<file path="src/rtl/regfile_pkg.sv">
`default_nettype none
// ==========================================================================
// regfile_pkg : register-file geometry and shared types   | rev 1.0
// ==========================================================================
package regfile_pkg;
   localparam int AW    = 6;
   localparam int DW    = 64;
   localparam int NREGS = 2 ** AW;

   typedef logic [AW-1:0] reg_id_t;
   typedef logic [DW-1:0] data_t;
endpackage
`default_nettype wire

</file>
<file path="src/rtl/rr_arbiter.sv">
`default_nettype none
// ==========================================================================
// rr_arbiter : N-way round-robin arbiter with internal pointer | rev 1.0
// ==========================================================================
module rr_arbiter #(
   parameter int N  = 3,
   parameter int IW = (N > 1) ? $clog2(N) : 1
) (
   input  logic          clk,
   input  logic          reset,
   input  logic [N-1:0]  eligible,
   output logic [N-1:0]  grant,
   output logic [IW-1:0] grant_idx
);
   logic [IW-1:0] ptr;
   logic          found;
   logic [IW:0]   cand;

   // Cyclic search starting at the pointer; first eligible index wins.
   always_comb begin
      grant     = '0;
      grant_idx = '0;
      found     = 1'b0;
      cand      = '0;
      for (int k = 0; k < N; k++) begin
         cand = {1'b0, ptr} + (IW+1)'(k);
         if (cand >= (IW+1)'(N))
            cand = cand - (IW+1)'(N);
         if (!found && eligible[cand[IW-1:0]]) begin
            found                 = 1'b1;
            grant[cand[IW-1:0]]   = 1'b1;
            grant_idx             = cand[IW-1:0];
         end
      end
   end

   always_ff @(posedge clk) begin
      if (reset)
         ptr <= '0;
      else if (found)
         ptr <= (grant_idx == IW'(N-1)) ? '0 : grant_idx + 1'b1;
   end
endmodule
`default_nettype wire

</file>
<file path="src/rtl/regfile_read_arbiter.sv">
`default_nettype none
// ==========================================================================
// regfile_read_arbiter : shared RF read port, RR arbitration, write scoreboard
// rev 1.0
// ==========================================================================
module regfile_read_arbiter #(
   parameter int NREQ  = 3,
   parameter int AW    = regfile_pkg::AW,
   parameter int DW    = regfile_pkg::DW,
   parameter int NREGS = regfile_pkg::NREGS
) (
   input  logic               clk,
   input  logic               reset,
   input  logic [NREQ-1:0]    req_valid,
   input  logic [NREQ*AW-1:0] req_addr,
   output logic [NREQ-1:0]    req_ready,
   output logic               rf_rd_en,
   output logic [AW-1:0]      rf_rd_addr,
   input  logic [DW-1:0]      rf_rd_data,
   output logic [NREQ-1:0]    resp_valid,
   output logic [DW-1:0]      resp_data,
   input  logic               reserve_valid,
   input  logic [AW-1:0]      reserve_addr,
   input  logic               wb_valid,
   input  logic [AW-1:0]      wb_addr,
   output logic [NREGS-1:0]   busy_vec
);
   localparam int IW = (NREQ > 1) ? $clog2(NREQ) : 1;

   logic [NREQ-1:0]  eligible;
   logic [NREQ-1:0]  grant;
   logic [IW-1:0]    grant_idx;
   logic [NREGS-1:0] set_mask;
   logic [NREGS-1:0] clr_mask;

   // Eligibility uses the registered scoreboard only: no writeback bypass.
   for (genvar i = 0; i < NREQ; i++) begin : g_elig
      assign eligible[i] = req_valid[i] & ~busy_vec[req_addr[i*AW +: AW]] & ~reset;
   end

   rr_arbiter #(.N(NREQ), .IW(IW)) u_arb (
      .clk       (clk),
      .reset     (reset),
      .eligible  (eligible),
      .grant     (grant),
      .grant_idx (grant_idx)
   );

   assign req_ready  = grant;
   assign rf_rd_en   = |grant;
   assign rf_rd_addr = rf_rd_en ? req_addr[int'(grant_idx)*AW +: AW] : '0;

   assign set_mask = reserve_valid ? (NREGS'(1) << reserve_addr) : '0;
   assign clr_mask = wb_valid      ? (NREGS'(1) << wb_addr)      : '0;

   always_ff @(posedge clk) begin
      if (reset) begin
         busy_vec   <= '0;
         resp_valid <= '0;
         resp_data  <= '0;
      end else begin
         // Reserve wins over a same-cycle writeback to the same register.
         busy_vec   <= set_mask | (busy_vec & ~clr_mask);
         resp_valid <= grant;
         if (rf_rd_en)
            resp_data <= rf_rd_data;
      end
   end
endmodule
`default_nettype wire

</file>
<file path="config.mk">
export PLATFORM = sky130hd
export DESIGN_NAME = regfile_read_arbiter
export DESIGN_NICKNAME = d
export VERILOG_FILES = /design/src/rtl/regfile_pkg.sv /design/src/rtl/rr_arbiter.sv /design/src/rtl/regfile_read_arbiter.sv
export SDC_FILE = /design/constraint.sdc
export NUM_CORES = 1
export LEC_CHECK = 0
export BUFFER_PORTS_ARGS = -buffer_cell sky130_fd_sc_hd__buf_2
export CORE_ASPECT_RATIO = 1.75
export CORE_MARGIN = 5
export CORE_UTILIZATION = 40
export CTS_BUF_LIST = sky130_fd_sc_hd__clkbuf_8
export CTS_CLUSTER_DIAMETER = 60
export DETAILED_ROUTE_END_ITERATION = 8
export GPL_TIMING_DRIVEN = 0
export PLACE_DENSITY = 0.66
export SYNTH_ARGS = -nofsm -noshare
export SYNTH_HDL_FRONTEND = slang
export SYNTH_HIERARCHICAL = 1
export SYNTH_SLANG_ARGS = --single-unit
</file>
<file path="constraint.sdc">
create_clock -name clk -period 11.7 [get_ports clk]
set_clock_uncertainty 0.05 [all_clocks]
set_input_delay 3.51 -clock clk [delete_from_list [all_inputs] [get_ports clk]]
set_output_delay 3.51 -clock clk [all_outputs]
set_load 0.1 [all_outputs]
</file>
# Word-level counts from Yosys, hierarchy flattened
# Cells that the tools add are included.
dict set report word_totals {
  regBits 133
  in_bits 101
  output_inout_bits 141
}
dict set report op_classes {
  addsub 6
  n_mul 1
  order_cmp 12
  eq_ne 1
  shifts 3
  muxes 34
  bitwise_logic 15
  reduce_logical 8
}
# cell n
set op_table {}
lappend op_table {{64-bit 2-to-1 mux} 2}
lappend op_table {{1-bit by 6-bit left shift with 64-bit output, first input constant} 2}
lappend op_table {{64-bit bitwise AND} 1}
lappend op_table {{64-bit inverter} 1}
lappend op_table {{64-bit OR} 1}
lappend op_table {{6-bit by 7-bit less-than comparator with 1-bit output, second input constant} 3}
lappend op_table {{1-bit binary-select mux with 6-bit select} 3}
lappend op_table {{18-bit by 6-bit variable part select with 6-bit output} 1}
lappend op_table {{2-bit 2-to-1 mux} 7}
lappend op_table {{1-bit 2-to-1 mux} 12}
lappend op_table {{2-bit by 3-bit less-than comparator with 1-bit output, second input constant} 3}
lappend op_table {{3-bit 2-to-1 mux} 3}
lappend op_table {{1-bit bitwise AND} 6}
lappend op_table {{1-bit binary-select mux with 2-bit select} 3}
lappend op_table {{1-bit demux with 2-bit select} 3}
lappend op_table {{2-bit by 1-bit >= comparator with 1-bit output, second input constant} 3}
lappend op_table {{3-bit by 2-bit >= comparator with 1-bit output, second input constant} 2}
lappend op_table {{6-bit 2-to-1 mux} 1}
lappend op_table {{3-bit OR} 2}
lappend op_table {{2-bit subtractor, second input constant} 3}
lappend op_table {{1-bit logical AND} 5}
lappend op_table {{2-bit by 2-bit multiplier with 4-bit output, second input constant} 1}
lappend op_table {{1-bit inverter} 4}
lappend op_table {{2-bit by 1-bit adder with 3-bit output, second input constant} 1}
lappend op_table {{other kinds (6)} 7}

# Depth between registers and ports, before layout
dict set report logic_depth {
  ltp_word 17
  depth_mapped 19
}

# By module
# Netlist, hierarchy kept.
# module n_inst cells_each area_each_um2 seq_area_each_um2
set by_module_without_submodules {}
lappend by_module_without_submodules {regfile_read_arbiter 1 767 6900.4 2622.5}
lappend by_module_without_submodules {rr_arbiter 1 52 422.9 40.0}

# Least setup slack after synthesis
# OpenSTA, ideal clock, no wires.
dict set report synth_path {
  path_kind {input-to-output}
  startpoint {input port req_addr[6]}
  endpoint {output port rf_rd_addr[0]}
  arrival_ns 9.766
  t_required_ns 8.140
  setup_slack_ns -1.626
  stages 14
  path_buffers 3
  cell_sequence {buf_6 > buf_12 > mux4_1 > mux2_2 > nand2_1 > a32oi_1 > o41ai_2 > nand2_1 > a31oi_1 > a21oi_1 > o21ai_0 > nor3_1 > clkbuf_1 > nor2_1}
}
# item line_no
set synth_rtl {}
lappend synth_rtl {{from (decl)} regfile_read_arbiter.sv:15} ;# input logic [NREQ*AW-1:0] req_addr,
lappend synth_rtl {{1-bit binary-select mux with 6-bit select (*)} regfile_read_arbiter.sv:38} ;# assign eligible[i] = req_valid[i] & ~busy_vec[req_addr[i*AW +: AW]] & ~reset;
lappend synth_rtl {{1-bit 2-to-1 mux (implied by the code) (*)} regfile_read_arbiter.sv:38}
lappend synth_rtl {{1-bit inverter (*)} regfile_read_arbiter.sv:38}
lappend synth_rtl {{1-bit bitwise AND (*) (2 in a row)} regfile_read_arbiter.sv:38}
lappend synth_rtl {{via eligible[1]} regfile_read_arbiter.sv:30} ;# logic [NREQ-1:0] eligible;
lappend synth_rtl {{1-bit binary-select mux with 2-bit select} rr_arbiter.sv:29} ;# if (!found && eligible[cand[IW-1:0]]) begin
lappend synth_rtl {{1-bit 2-to-1 mux (implied by the code)} rr_arbiter.sv:29}
lappend synth_rtl {{1-bit 2-to-1 mux} rr_arbiter.sv:29}
lappend synth_rtl {{1-bit zero test} rr_arbiter.sv:29}
lappend synth_rtl {{1-bit logical AND} rr_arbiter.sv:29}
lappend synth_rtl {{1-bit 2-to-1 mux} rr_arbiter.sv:29}
lappend synth_rtl {{1-bit zero test} rr_arbiter.sv:29}
lappend synth_rtl {{1-bit logical AND} rr_arbiter.sv:29}
lappend synth_rtl {{3-bit 2-to-1 mux (*)} rr_arbiter.sv:29}
lappend synth_rtl {{via req_ready[2]} regfile_read_arbiter.sv:16} ;# output logic [NREQ-1:0] req_ready,
lappend synth_rtl {{3-bit OR reduction (*)} regfile_read_arbiter.sv:50} ;# assign rf_rd_en = |grant;
lappend synth_rtl {{6-bit 2-to-1 mux (*)} regfile_read_arbiter.sv:51} ;# assign rf_rd_addr = rf_rd_en ? req_addr[int'(grant_idx)*AW +: AW] : '0;
lappend synth_rtl {{to (decl)} regfile_read_arbiter.sv:18} ;# output logic [AW-1:0] rf_rd_addr,
# The timed path passes the listed nets; every way through them passes the cells marked *. The select of a mux whose other input is x is not followed.

# Final worst setup path
dict set report layout_path {
  startpoint {input port req_addr[6]}
  endpoint {output port rf_rd_addr[4]}
}
dict set report layout_between {
  elab_chain_cells 17
}
# item line_no
set layout_lines {}
lappend layout_lines {{1-bit binary-select mux with 6-bit select (*)} regfile_read_arbiter.sv:38}
lappend layout_lines {{1-bit 2-to-1 mux (implied by the code) (*)} regfile_read_arbiter.sv:38}
lappend layout_lines {{1-bit inverter (*)} regfile_read_arbiter.sv:38}
lappend layout_lines {{1-bit bitwise AND (*) (2 in a row)} regfile_read_arbiter.sv:38}
lappend layout_lines {{via eligible[1]} regfile_read_arbiter.sv:30}
lappend layout_lines {{1-bit binary-select mux with 2-bit select} rr_arbiter.sv:29}
lappend layout_lines {{1-bit 2-to-1 mux (implied by the code)} rr_arbiter.sv:29}
lappend layout_lines {{1-bit 2-to-1 mux} rr_arbiter.sv:29}
lappend layout_lines {{1-bit zero test} rr_arbiter.sv:29}
lappend layout_lines {{1-bit logical AND} rr_arbiter.sv:29}
lappend layout_lines {{1-bit 2-to-1 mux} rr_arbiter.sv:29}
lappend layout_lines {{1-bit zero test} rr_arbiter.sv:29}
lappend layout_lines {{1-bit logical AND} rr_arbiter.sv:29}
lappend layout_lines {{2-bit 2-to-1 mux} rr_arbiter.sv:29}
lappend layout_lines {{2-bit by 2-bit multiplier with 4-bit output} regfile_read_arbiter.sv:51}
lappend layout_lines {{18-bit by 6-bit variable part select with 6-bit output} regfile_read_arbiter.sv:51}
lappend layout_lines {{6-bit 2-to-1 mux (*)} regfile_read_arbiter.sv:51}
# Marks and branches as above.

==> run summary <==
Unique masters post-synth = 43
Synth async-reset ratio = 0%
Ys flop type = dfxtp_1
Sw frac = 57.9%
Largest net degree at the start of global routing = 17
Seq/Total Area, Yosys = 36.4%
Setup slack, reg-to-reg = 7.34 ns
Vias in the first global route = 7566
CTS root buf = clkbuf_8
Sequential power share = 24.2%
DR vias/cell = 5.72
Hpwl dp = 22.9 mm
Final core utilization = 51.4%
DRC Markers = 0
Chip height = 189 um
Final Hold Fails = 0
Worst Tran Pin Value = 1.06 ns
Clock power frac = 18.2%
Max cap viols = 0
Rows = 65
Post-Syn Nets = 924
# setup viols final = 0
Drt total wl = 28.7 mm
Maximum clock rate = 89.1 MHz
Finished Layout Cells = 1324
Switching power = 1.40 mW
Initial antenna violation count = 1
IO buf count = 237
Syn Area/Cell = 8.94 sq um
Initial DRC count = 446
Clk Latency, worst-skew pair = 0.45 ns
Fraction of layout cells with a size suffix above 1 = 28.4%
Fin crit period = 11.23 ns
Global Route Usage Sum = 26.7%
Antenna-violating nets left = 0
Crit share post-route = 95.9%
Dpl ws = 0.157 ns
Required @ worst endpoint = 8.14 ns
Avg WL per Cell = 21.7 um
Critical path class = in -> out
EDFF count, synth = 0
Via count = 7579
Core region area = 0.0181 sq mm
Clk buf depth = 2
CTS tree = done
Fin worst setup slack = 0.474 ns
Max FO, Critical Path = 10
Fin nets = 1180
Commonest non-fill, non-tap cell in the layout = buf_2
Comb power frac = 57.6%
Grt ovf = 0
Initial Util = 40.6%
Post-Syn Area = 0.00732 sq mm
First-pass GRT wire length = 43.5 mm
PwrDens = 261 mW/mm^2
Static Leakage = 4.16 nW
Die extent in x = 112 um
Ports = 242
CTS Sinks = 133
Fin. max-slew vios = 0
Mapped Cells = 819
Total number of yosys warnings = 6
Worst EP arrival = 7.67 ns
Outcome = finished clean
Peak VDD IR = 0.189 mV
Die area = 0.0212 sq mm
RSZ-0062 raised after global routing = no
Slew headroom = 28.8%
CP startpoint kind = primary input
Routability Congestion = 1.00
CTS H-tree lvls = 4
Most frequent cells in the layout = buf_2 (242), nand2_1 (203), a21oi_1 (140)
FF+latch count, synth = 133
Clock-pin slew on the worst setup and hold paths = 0.07 ns
Num CTS Buffers = 17
# placed instances = 1290
CP endpoint kind = primary output
Pre-antenna DRT Iters = 8
Area grow syn2layout = 26.7%
FILL cells = 1787
Internal power = 1.02 mW
HP Class = reg -> reg
==> logic make-up (layout without fill, tap and decap cells) <==
logic type	count (synthesis)	after routing	share of synthesized area, %
flip-flops	133	133	36.4
AND/OR/NAND/NOR	305	305	18.0
buffers and inverters	66	335	5.26
adder cells (fa/ha/maj)	4	4	0.683
AO/OA/AOI/OAI	228	228	16.9
multiplexers	83	83	22.8
other	0	2	0
==> cells in the mapped netlist, types with 3 or more instances <==
library cell / count / share of area (%)
nand2_1: 203 / 10
nor2_1: 34 / 1.7
dfxtp_1: 133 / 36
buf_6: 7 / 1.1
clkbuf_1: 39 / 2.0
nand2b_1: 10 / 0.85
mux4_1: 48 / 17
and2_1: 3 / 0.26
nor2b_1: 10 / 0.85
o41ai_2: 4 / 0.89
mux2_2: 6 / 0.92
buf_12: 3 / 0.82
clkbuf_8: 3 / 0.56
mux4_2: 3 / 0.92
o21ai_0: 66 / 4.5
mux2i_1: 24 / 3.3
nand4b_1: 3 / 0.36
nand3b_1: 9 / 0.92
nor3_1: 8 / 0.55
ha_1: 4 / 0.68
inv_1: 9 / 0.46
and3_1: 3 / 0.26
a211oi_1: 3 / 0.31
a32oi_1: 3 / 0.36
nand3_1: 16 / 1.1
a31oi_1: 3 / 0.26
a21oi_1: 142 / 9.7
buf_2: 5 / 0.34
==> layer usage <==
layer  wire length (um)  global-route usage [%]  part of all wire (%)  vias to the layer above
met2              15100                    49.1                    53                      436
met1               9320                    26.1                    32                     3555
met3               2050                    5.34                   7.2                      105
li1                   -                       -                     -                     3483
met5                  0                       0                     0                        -
met4               2210                    18.9                   7.7                        0
==> registers in the layout, summed over array words and instances (netlist names) <==
signal	flops
resp_data	64
u_arb/ptr	2
resp_valid	3
busy_vec	64
==> power by group through the flow <==
stage	sequential, mW	combinational [mW]	clock (mW)
floorplan	1.21	0.533	0
global placement	0.594	1.39	0
detailed placement	0.596	1.40	0
CTS	0.586	1.40	0.447
global route	0.598	1.46	0.470
finish	0.586	1.39	0.439
==> cell type report <==
cell class | instances | area [sq um] | share of cell area [%]
clock buffers | 18 | 248 | 2.67
plain buffers | 57 | 352 | 3.79
well taps | 234 | 293 | 3.16
repair buffers | 237 | 1190 | 12.8
flip-flops and latches | 133 | 2660 | 28.7
clock inverters | 14 | 198 | 2.13
multi-input cells | 620 | 4300 | 46.3
inverters | 9 | 33.8 | 0.364
diodes | 2 | 5.00 | 0.0540
==> worst paths after layout <==
check,from,to,cells after the start
hold reg to reg,resp_data[38],resp_data[38],2
setup reg to reg,busy_vec[10],resp_data[18],15
setup / recovery,req_addr[6],rf_rd_addr[4],15
hold / removal,resp_data[38],resp_data[38],2
==> through the flow <==
stage          hold slack, ns  power (mW)  TNS, ns  area, sq um
3_5_place_dp            0.390        1.99        0         8810
2_1_floorplan           0.462        1.74    -2.05         7330
3_3_place_gp            0.384        1.98        0         8810
4_1_cts                 0.400        2.43        0         9260
5_1_grt                 0.419        2.53        0         9270
6_report                0.399        2.42        0         9280
==> critical path, stage by stage <==
cell and delay (ns):
buf_6 0.14, buf_12 0.15, mux4_1 0.56, mux2_2 0.27, nand2_1 0.06, a32oi_1 0.10, o41ai_2 0.55, a211oi_1 0.23
o21bai_1 0.23, a221oi_1 0.36, a21oi_2 0.08, nor3_2 0.48, clkbuf_1 0.44, nor2_1 0.15, buf_2 0.32
==> repair_timing <==
action,in CTS,in global routing
hold buffers,0,0
buffers inserted,0,0
setup endpoints to repair,0,7
gates resized for setup,0,1
Power figures use the tool's default switching activity.
